--- config.mk ---
export PLATFORM = sky130hd
export DESIGN_NAME = seg7_scan_driver_flat
export DESIGN_NICKNAME = d
export VERILOG_FILES = /design/src/rtl/seg7_scan_driver_if.sv /design/src/rtl/seg7_scan_driver.sv /design/src/flat_wrapper.sv
export SDC_FILE = /design/constraint.sdc
export NUM_CORES = 1
export LEC_CHECK = 0
export BUFFER_PORTS_ARGS = -buffer_cell sky130_fd_sc_hd__buf_2
export CAP_MARGIN = 0
export CORE_ASPECT_RATIO = 0.75
export CORE_MARGIN = 2
export CORE_UTILIZATION = 41
export DETAILED_ROUTE_END_ITERATION = 12
export PLACE_DENSITY = 0.56
export SYNTH_ARGS = -nofsm -noshare
export SYNTH_HDL_FRONTEND = slang
export SYNTH_SLANG_ARGS = --single-unit
--- constraint.sdc ---
create_clock -name clk -period 8 [get_ports clk]
set_input_delay 0.4 -clock clk [delete_from_list [all_inputs] [get_ports clk]]
set_output_delay 0.4 -clock clk [all_outputs]
set_load 0.005 [all_outputs]
--- src/rtl/seg7_scan_driver_if.sv ---
// Display bus between the datapath (master) and the 7-segment scan driver (slave).
interface seg7_scan_driver_if #(
   parameter int NUM_DIGITS = 8
);
   logic                    en;
   logic                    load;
   logic [4*NUM_DIGITS-1:0] data;
   logic [NUM_DIGITS-1:0]   dp_mask;
   logic [NUM_DIGITS-1:0]   blank_mask;
   logic                    lzs_en;
   logic [3:0]              brightness;
   logic [6:0]              seg;
   logic                    dp;
   logic [NUM_DIGITS-1:0]   an;
   logic                    frame_done;

   modport master (
      output en, load, data, dp_mask, blank_mask, lzs_en, brightness,
      input  seg, dp, an, frame_done
   );

   modport slave (
      input  en, load, data, dp_mask, blank_mask, lzs_en, brightness,
      output seg, dp, an, frame_done
   );
endinterface

--- src/rtl/seg7_scan_driver.sv ---
// Multiplexed 7-segment scan driver: per-slot PWM brightness, double-buffered
// digit data, DP/blank masks, leading-zero suppression and a frame strobe.
module seg7_scan_driver #(
   parameter int NUM_DIGITS  = 8,
   parameter int SLOT_CYCLES = 100_000,
   parameter bit ACTIVE_LOW  = 1'b1
) (
   input  logic              clk,
   input  logic              rst,
   seg7_scan_driver_if.slave bus
);
   localparam int CW = $clog2(SLOT_CYCLES);
   localparam int IW = (NUM_DIGITS > 1) ? $clog2(NUM_DIGITS) : 1;
   localparam logic [CW-1:0] SLOT_LAST = CW'(SLOT_CYCLES - 1);
   localparam logic [CW-1:0] UNIT      = CW'(SLOT_CYCLES / 16);
   localparam logic [CW-1:0] CNT_ONE   = CW'(1);
   localparam logic [IW-1:0] IDX_FIRST = IW'(NUM_DIGITS - 1);
   localparam logic [IW-1:0] IDX_ONE   = IW'(1);
   localparam logic [NUM_DIGITS-1:0] AN_POL = {NUM_DIGITS{ACTIVE_LOW}};
   localparam logic [6:0] SEG_POL = {7{ACTIVE_LOW}};
   localparam logic       DP_POL  = ACTIVE_LOW;

   typedef enum logic [0:0] {ST_ON = 1'b0, ST_OFF = 1'b1} state_t;

   // Standard hex glyphs, bit order {g,f,e,d,c,b,a}, 1 = segment lit.
   function automatic logic [6:0] hex_glyph(input logic [3:0] nib);
      logic [6:0] g;
      case (nib)
         4'h0:    g = 7'h3F;
         4'h1:    g = 7'h06;
         4'h2:    g = 7'h5B;
         4'h3:    g = 7'h4F;
         4'h4:    g = 7'h66;
         4'h5:    g = 7'h6D;
         4'h6:    g = 7'h7D;
         4'h7:    g = 7'h07;
         4'h8:    g = 7'h7F;
         4'h9:    g = 7'h6F;
         4'hA:    g = 7'h77;
         4'hB:    g = 7'h7C;
         4'hC:    g = 7'h39;
         4'hD:    g = 7'h5E;
         4'hE:    g = 7'h79;
         4'hF:    g = 7'h71;
         default: g = 7'h00;
      endcase
      return g;
   endfunction

   state_t                  state_r, state_s;
   logic [CW-1:0]           cnt_r, cnt_inc_s, on_cycles_s;
   logic [IW-1:0]           idx_r;
   logic [3:0]              bright_r, bright_s;
   logic                    slot_end_s, frame_end_s;
   logic [4*NUM_DIGITS-1:0] active_data_r, shadow_data_r;
   logic [NUM_DIGITS-1:0]   active_dp_r, shadow_dp_r, active_blank_r, shadow_blank_r;
   logic                    pending_r, wrap_r;
   logic [NUM_DIGITS-1:0]   lead_zero_s, an_s, an_r;
   logic [6:0]              seg_s, seg_r;
   logic                    dp_s, dp_r, frame_done_r, dark_s;
   logic [3:0]              nib_s;

   // Slot timing: brightness is taken live on the first cycle of a slot and held after.
   always_comb begin
      slot_end_s  = (cnt_r == SLOT_LAST);
      frame_end_s = slot_end_s && (idx_r == {IW{1'b0}});
      cnt_inc_s   = cnt_r + CNT_ONE;
      if (cnt_r == {CW{1'b0}}) begin
         bright_s = bus.brightness;
      end else begin
         bright_s = bright_r;
      end
      on_cycles_s = UNIT * CW'(bright_s);
   end

   // FSM state register.
   always_ff @(posedge clk) begin
      if (rst) begin
         state_r <= ST_ON;
      end else begin
         state_r <= state_s;
      end
   end

   // FSM next state: every slot opens in ON and drops to OFF once on_cycles are spent.
   always_comb begin
      state_s = state_r;
      case (state_r)
         ST_ON: begin
            if (slot_end_s) begin
               state_s = ST_ON;
            end else if (cnt_inc_s >= on_cycles_s) begin
               state_s = ST_OFF;
            end else begin
               state_s = ST_ON;
            end
         end
         ST_OFF: begin
            if (slot_end_s) begin
               state_s = ST_ON;
            end else begin
               state_s = ST_OFF;
            end
         end
         default: state_s = ST_ON;
      endcase
   end

   // Slot counter, digit index (scans downwards) and held brightness.
   always_ff @(posedge clk) begin
      if (rst) begin
         cnt_r    <= {CW{1'b0}};
         idx_r    <= IDX_FIRST;
         bright_r <= 4'h0;
      end else begin
         bright_r <= bright_s;
         if (slot_end_s) begin
            cnt_r <= {CW{1'b0}};
            idx_r <= (idx_r == {IW{1'b0}}) ? IDX_FIRST : (idx_r - IDX_ONE);
         end else begin
            cnt_r <= cnt_inc_s;
         end
      end
   end

   // Double buffer: shadow swaps into active only at a frame boundary, so a frame never tears.
   always_ff @(posedge clk) begin
      if (rst) begin
         active_data_r  <= {(4*NUM_DIGITS){1'b0}};
         active_dp_r    <= {NUM_DIGITS{1'b0}};
         active_blank_r <= {NUM_DIGITS{1'b0}};
         shadow_data_r  <= {(4*NUM_DIGITS){1'b0}};
         shadow_dp_r    <= {NUM_DIGITS{1'b0}};
         shadow_blank_r <= {NUM_DIGITS{1'b0}};
         pending_r      <= 1'b0;
      end else begin
         if (frame_end_s && pending_r) begin
            active_data_r  <= shadow_data_r;
            active_dp_r    <= shadow_dp_r;
            active_blank_r <= shadow_blank_r;
         end
         if (bus.load) begin
            shadow_data_r  <= bus.data;
            shadow_dp_r    <= bus.dp_mask;
            shadow_blank_r <= bus.blank_mask;
            pending_r      <= 1'b1;
         end else if (frame_end_s) begin
            pending_r      <= 1'b0;
         end
      end
   end

   // Leading-zero map: bit i set when every digit from the top down to i is zero.
   always_comb begin : lead_zero_scan
      logic run;
      run         = 1'b1;
      lead_zero_s = {NUM_DIGITS{1'b0}};
      for (int i = NUM_DIGITS - 1; i >= 0; i--) begin
         run            = run && (active_data_r[4*i +: 4] == 4'h0);
         lead_zero_s[i] = run;
      end
   end

   // FSM outputs in lit-level polarity: the current digit during ON, everything dark otherwise.
   always_comb begin
      nib_s  = active_data_r[{idx_r, 2'b00} +: 4];
      dark_s = active_blank_r[idx_r] ||
               (bus.lzs_en && (idx_r != {IW{1'b0}}) && lead_zero_s[idx_r]);
      an_s   = {NUM_DIGITS{1'b0}};
      seg_s  = 7'h00;
      dp_s   = 1'b0;
      if (bus.en && (state_r == ST_ON) && (on_cycles_s != {CW{1'b0}})) begin
         an_s[idx_r] = 1'b1;
         if (dark_s) begin
            seg_s = 7'h00;
         end else begin
            seg_s = hex_glyph(nib_s);
         end
         if (active_blank_r[idx_r]) begin
            dp_s = 1'b0;
         end else begin
            dp_s = active_dp_r[idx_r];
         end
      end else begin
         an_s  = {NUM_DIGITS{1'b0}};
         seg_s = 7'h00;
         dp_s  = 1'b0;
      end
   end

   // Pin registers: anode and segment data leave together; frame_done lines up with the new frame.
   always_ff @(posedge clk) begin
      if (rst) begin
         an_r         <= AN_POL;
         seg_r        <= SEG_POL;
         dp_r         <= DP_POL;
         wrap_r       <= 1'b0;
         frame_done_r <= 1'b0;
      end else begin
         an_r         <= an_s ^ AN_POL;
         seg_r        <= seg_s ^ SEG_POL;
         dp_r         <= dp_s ^ DP_POL;
         wrap_r       <= frame_end_s;
         frame_done_r <= wrap_r;
      end
   end

   assign bus.an         = an_r;
   assign bus.seg        = seg_r;
   assign bus.dp         = dp_r;
   assign bus.frame_done = frame_done_r;
endmodule

--- src/flat_wrapper.sv ---
// flat-port wrapper written by rule: the top's interface ports become plain ports
module seg7_scan_driver_flat 
#(
   parameter int NUM_DIGITS  = 8,
   parameter int SLOT_CYCLES = 100_000,
   parameter bit ACTIVE_LOW  = 1'b1
)
  (clk, rst, bus_en, bus_load, bus_data, bus_dp_mask, bus_blank_mask, bus_lzs_en, bus_brightness, bus_seg, bus_dp, bus_an, bus_frame_done);
  seg7_scan_driver_if #(.NUM_DIGITS(NUM_DIGITS)) bus_i ();
  input  logic clk;
  input  logic rst;
  input wire logic [$bits(bus_i.en)-1:0] bus_en;
  input wire logic [$bits(bus_i.load)-1:0] bus_load;
  input wire logic [$bits(bus_i.data)-1:0] bus_data;
  input wire logic [$bits(bus_i.dp_mask)-1:0] bus_dp_mask;
  input wire logic [$bits(bus_i.blank_mask)-1:0] bus_blank_mask;
  input wire logic [$bits(bus_i.lzs_en)-1:0] bus_lzs_en;
  input wire logic [$bits(bus_i.brightness)-1:0] bus_brightness;
  output wire logic [$bits(bus_i.seg)-1:0] bus_seg;
  output wire logic [$bits(bus_i.dp)-1:0] bus_dp;
  output wire logic [$bits(bus_i.an)-1:0] bus_an;
  output wire logic [$bits(bus_i.frame_done)-1:0] bus_frame_done;
  assign bus_i.en = bus_en;
  assign bus_i.load = bus_load;
  assign bus_i.data = bus_data;
  assign bus_i.dp_mask = bus_dp_mask;
  assign bus_i.blank_mask = bus_blank_mask;
  assign bus_i.lzs_en = bus_lzs_en;
  assign bus_i.brightness = bus_brightness;
  assign bus_seg = bus_i.seg;
  assign bus_dp = bus_i.dp;
  assign bus_an = bus_i.an;
  assign bus_frame_done = bus_i.frame_done;
  seg7_scan_driver #(.NUM_DIGITS(NUM_DIGITS), .SLOT_CYCLES(SLOT_CYCLES), .ACTIVE_LOW(ACTIVE_LOW)) u_core (.clk(clk), .rst(rst), .bus(bus_i));
endmodule
# Word level (Yosys, flattened, before mapping)
# Memories as Yosys holds them, arrays and structs flattened.
# Index checks and enable logic that the tools add are counted.
dict set report classes {
  add_sub_neg 2
  multipliers 1
  magnitude_cmp 3
  eq_ne 1
  n_shift 1
  n_mux 21
  bitwise_logic 4
  n_reduce_logical 29
}
# operator n
set ops {}
lappend ops {{zero test 4 bit} 8}
lappend ops {{indexed part select 32 x 6 -> 4 bit} 1}
lappend ops {{adder 17 x 1 -> 17 bit, second input constant} 1}
lappend ops {{equality test 17 bit, second input constant} 1}
lappend ops {{greater-or-equal comparator 17 bit} 1}
lappend ops {{zero test 17 bit} 1}
lappend ops {{nonzero test 17 bit} 1}
lappend ops {{multiplier 12 x 4 -> 16 bit, first input constant} 1}
lappend ops {{logical AND 1 bit} 14}
lappend ops {{two-way mux 7 bit} 2}
lappend ops {{two-way mux 1 bit} 11}
lappend ops {{binary-select mux 1 bit (select 3 bit)} 3}
lappend ops {{two-way mux 8 bit} 1}
lappend ops {{inverter 8 bit} 1}
lappend ops {{inverter 7 bit} 1}
lappend ops {{less-than comparator 3 x 4 -> 1 bit, second input constant} 1}
lappend ops {{two-way mux 4 bit} 1}
lappend ops {{demux 1 bit (select 3 bit)} 1}
lappend ops {{greater-or-equal comparator 3 x 1 -> 1 bit, second input constant} 1}
lappend ops {{zero test 3 bit} 1}
lappend ops {{two-way mux 3 bit} 1}
lappend ops {{nonzero test 3 bit} 1}
lappend ops {{subtractor 3 x 1 -> 3 bit, second input constant} 1}
lappend ops {{inverter 1 bit} 2}
lappend ops {{other kinds (4)} 4}
dict set report word_totals {
  reg_bits 140
  mem_bits_ro 112
  inputBits 57
  out_inout_bits 17
  elab_cells 79
  n_memories 1
}
# memory depth width read_ports rd_clocked_by_memory_dff write_ports line_no
set memory_table {}
lappend memory_table {{(no name shown)} 16 7 1 0 0 seg7_scan_driver.sv:28} ;# case (nib)

# Depth between registers and ports, before layout
dict set report depth {
  depth_word 15
  mapped_depth 24
  ltp_nobuf 24
}

# Worst setup path before layout
# Ideal clock, no wire load.
dict set report synth_path {
  path_type {flip-flop to flip-flop}
  from {reg u_core.cnt_r[12]}
  to {reg u_core.state_r}
  setup_time_ps 71
  t_arrival_ps 4691
  required_time_ps 7929
  path_slack_ps 3239
  stages_incl_launch_ff 24
  n_path_buf 0
  synth_period_minus_slack_ps 4761
  cell_sequence {dfxtp_1 -> nor4_1 -> nand2_1 -> nor3_1 -> mux2i_1 -> inv_1 -> ha_1 -> xnor2_1 -> ha_1 -> a21o_1 -> ha_1 -> a211oi_1 -> or2_2 -> a21o_1 -> a2111oi_0 -> a211o_1 -> inv_1 -> ha_1 -> nand4_1 -> nor4_1 -> nand4_1 -> nand2_1 -> nor3_1 -> a21oi_1}
}
dict set report synth_between {
  elab_chain_cells 7
  elab_cells_between_ends 10
  classes_between {add/sub: 1; mul: 1; order compare: 1; eq/ne: 1; mux: 5; reduce/logical: 1}
}
# element line_no
set synth_rtl {}
lappend synth_rtl {{from (decl)} seg7_scan_driver.sv:51} ;# logic [CW-1:0] cnt_r, cnt_inc_s, on_cycles_s;
lappend synth_rtl {{from (signal assigned)} seg7_scan_driver.sv:112} ;# cnt_r <= {CW{1'b0}};
lappend synth_rtl {{from (signal assigned)} seg7_scan_driver.sv:118} ;# cnt_r <= {CW{1'b0}};
lappend synth_rtl {{from (signal assigned)} seg7_scan_driver.sv:121} ;# cnt_r <= cnt_inc_s;
lappend synth_rtl {{zero test 17 bit} seg7_scan_driver.sv:68} ;# if (cnt_r == {CW{1'b0}}) begin
lappend synth_rtl {{two-way mux 4 bit} seg7_scan_driver.sv:68}
lappend synth_rtl {{named net u_core.bright_s[1]} seg7_scan_driver.sv:53} ;# logic [3:0] bright_r, bright_s;
lappend synth_rtl {{multiplier 12 x 4 -> 16 bit} seg7_scan_driver.sv:73} ;# on_cycles_s = UNIT * CW'(bright_s);
lappend synth_rtl {{greater-or-equal comparator 17 bit} seg7_scan_driver.sv:92} ;# end else if (cnt_inc_s >= on_cycles_s) begin
lappend synth_rtl {{two-way mux 1 bit} seg7_scan_driver.sv:92}
lappend synth_rtl {{two-way mux 1 bit} seg7_scan_driver.sv:90} ;# if (slot_end_s) begin
lappend synth_rtl {{one-hot mux 1 bit (2 select lines)} seg7_scan_driver.sv:88} ;# case (state_r)
lappend synth_rtl {{to (signal assigned)} seg7_scan_driver.sv:81} ;# state_r <= state_s;
lappend synth_rtl {{to (decl)} seg7_scan_driver.sv:50} ;# state_t state_r, state_s;
# The timed path passes the listed nets, and every way through them passes these cells.
# A chain may end at the register's enable or synchronous reset.

# Worst setup path in the final report
# Same ends and word-level chain as after synthesis.

==> impl_metrics.toml <==
[synthesis]
synth_top_cells_by_area = "dfxtp_1, ha_1, mux2i_1"
yosysTopAreaCellShare = 0.420
synth_area_um2 = 6680
syn_avg_cell_area_um2 = 8.91
syn-instance-count = 749
ys.flop_type = "dfxtp_1"
synthArstFlopShare = 0
synth.distinct_cells = 52
ys_top_cells_by_count = "dfxtp_1, nand2_1, nor2_1, a21oi_1, mux2i_1"
yosysSeqAreaShare = 0.420
yosysMostFrequentCell = "dfxtp_1"
yosysWarnings = 0
syn_nets = 851
yosys.area.top_type = "dfxtp_1"
ys_ff_latch = 140
synth-edff-count = 0

[die]
start_util = 0.418
coreArea_um2 = 16000
die_width_um = 151
io_pins = 74
dieArea_um2 = 17300
rows = 40
die_h_um = 115

[worst_hold_path]
hold_path.class = "in2reg"
hold_end = "u_core.shadow_blank_r[1]"
min_from = "bus_blank_mask[1]"
worst_hold_path.num_cells = 3

[setup_path]
r2r_cells = 23
path_common_cell = "ha_1"
r2r_slack_ns = 2.39
cp.arrival_ns = 5.95
critical_path.top_delay_family = "simple AND/OR/NAND/NOR gates"
cp_slowest_stage_delay_ns = 0.50
startpoint_type = "flip-flop"
cp_cell_sequence = "nor4_1 > nand2_1 > nor3_1 > mux2i_1 > inv_1 > ha_1 > xnor2_1 > ha_1 > a21o_1 > ha_1 > a211oi_1 > or2_2 > a21o_1 > a2111oi_0 > a211o_1 > inv_1 > ha_1 > nand4_1 > nor4_1 > nand4_1 > nand2_1 > nor3_1 > a21oi_1"
crit_slowest_cell = "mux2i_1"
path_class = "reg2reg"
path_buf_inv = 2
cp-startpoint = "u_core.cnt_r[12]"
path_max_fanout = 6
cp.depth = 23
rr_endpoint = "u_core.state_r"
cp-end-kind = "flip-flop"
required_ns = 8.34
regToRegStartpoint = "u_core.cnt_r[12]"

[timing]
period_minus_slack_ns = 5.61
slew_headroom = 0.266
finalSetupTns_ns = 0
setup_violations = 0
layout_setup_ws_ns = 2.39
worstMarginPinSlew_ns = 1.10
finalHoldViolCount = 0
rsz0062_at_grt = "false"
fmax_mhz = 178
slew_violations = 0
period_share = 0.701
finClkSkew_ns = 0.00856

[placed_design]
dp_hpwl_mm = 11.5
portBuffers = 73
pre_cts_slack_ns = 2.58
gp_congestion = 0.845

[cts]
cts.sinks = 140
cts_resized = 0
cts_tree = "done"
numCtsBuffers = 17
clock_latency_ns = 0.42
cts_root_buf = "clkbuf_16"
htree_levels = 4
cts_setup_buffers = 0
clk_pin_slew_ns = 0.06
hold_buffers = 0
clockBufferDepth = 2

[routing]
vias_per_cell = 5.21
vias = 5337
wl_per_cell_um = 15.5
route.detailed.drc = 0
ant_nets = 0
routed_wl_mm = 15.9
dr.first_iter.drc_count = 290
firstDrtPassIters = 5

[pwr]
ir_drop_v = 0.000148
power_density_nw_per_um2 = 220
power_leakage_nw = 3.26

[final_layout]
nets = 906
drive_above_1_share = 0.152
antenna_cells = 0
syn_to_final_growth_pct = 15.4

[flow_run]
max-cap-violations = 0

[global_routing]
grt_usage = 0.193
overflow = 0
antenna_found_initial = 0
grt_max_degree = 107
grt_pass1_wl_mm = 25.8
grt_pass1_vias = 5117

[run_status]
status = "complete, no violations"
cell families after synthesis:
group           after synthesis  share of synthesized area
simple gates                304                      0.207
flops                       140                      0.420
compound gates              106                     0.0920
mux                          70                      0.128
buf+inv                      60                     0.0369
fa+ha+maj                    45                     0.0843
xor+xnor                     24                     0.0315
final cells by class:
cell class	instances	area (um^2)
clock buffer	20	447
clock inverter	10	93.8
fill	1517	8260
inverter	19	71.3
multi-input combinational	549	3630
sequential	140	2800
tap	210	263
timing repair buffer	77	398
per-stage QoR:
stage	util	cell area, um^2	std cells	total power [mW]	hold WS, ns
after floorplan	-	6680	749	0.914	0.414
after global placement	0.449	7160	995	0.971	0.433
after detailed placement	0.449	7160	995	0.978	0.430
after CTS	0.482	7700	1025	1.71	0.195
after global routing	0.482	7700	1025	1.77	0.200
final	0.482	7700	1025	1.69	0.210
state kept, by name (all words and copies together) (netlist names), 3 cells and up:
| name | flops |
|---|---|
| u_core.active_data_r | 32 |
| u_core.shadow_data_r | 32 |
| u_core.cnt_r | 17 |
| u_core.active_blank_r | 8 |
| u_core.active_dp_r | 8 |
| u_core.bus.an | 8 |
| u_core.shadow_blank_r | 8 |
| u_core.shadow_dp_r | 8 |
| u_core.bus.seg | 7 |
| u_core.bright_r | 4 |
| u_core.idx_r | 3 |
worst register-to-register path: cells and delay by family, from the launching register on:
| kind | cells | cell delay, ns |
|---|---|---|
| AND/OR/NAND/NOR | 9 | 2.04 |
| AO/OA/AOI/OAI | 6 | 1.16 |
| adder cells (fa/ha/maj) | 4 | 1.09 |
| multiplexers | 1 | 0.50 |
| flip-flops | 1 | 0.36 |
| buffers and inverters | 2 | 0.24 |
| XOR/XNOR | 1 | 0.15 |
how the worst max path moves through the flow:
stage / endpoint / slack [ns]
6_report: u_core.state_r / 2.39
3_3_place_gp: u_core.state_r / 2.78
5_1_grt: u_core.state_r / 1.91
4_1_cts: u_core.state_r / 2.44
3_5_place_dp: u_core.state_r / 2.58
2_1_floorplan: u_core.state_r / 3.24
metal layers:
metal / routed length (um) / vias to the layer above / GRT usage / part of all wire
li1: - / 2692 / - / -
met1: 8740 / 2535 / 0.295 / 0.55
met2: 6310 / 101 / 0.261 / 0.40
met3: 656 / 9 / 0.0486 / 0.041
met4: 165 / 0 / 0.0598 / 0.010
met5: 0 / - / 0 / 0
placed cells by master (no fill, tap or decap), drive strengths merged, types with 2 or more instances in the layout:
| master | count |
|---|---|
| a22oi | 2 |
| nor3 | 9 |
| or2 | 2 |
| dfxtp | 140 |
| and2 | 2 |
| mux2 | 2 |
| nand3 | 19 |
| mux2i | 56 |
| o21ai | 13 |
| clkinvlp | 3 |
| inv | 21 |
| a21o | 4 |
| xor2 | 8 |
| o21a | 2 |
| nor4 | 11 |
| clkbuf | 20 |
| nor2b | 24 |
| xnor2 | 16 |
| a21oi | 66 |
| nand2 | 124 |
| and3 | 4 |
| nor2 | 76 |
| mux4 | 12 |
| a211o | 2 |
| a211oi | 2 |
| nand4 | 16 |
| buf | 77 |
| ha | 45 |
| a31oi | 2 |
| o31ai | 2 |
| or3 | 4 |
| nand2b | 7 |
| clkinv | 4 |
power by group:
group,total [mW],internal [mW],switching (mW),leakage (nW)
Clock,0.728,0.432,0.296,0.259
Sequential,0.728,0.717,0.0107,1.14
Combinational,0.238,0.101,0.137,1.87
Note: power is estimated with default switching activity, not from simulation.
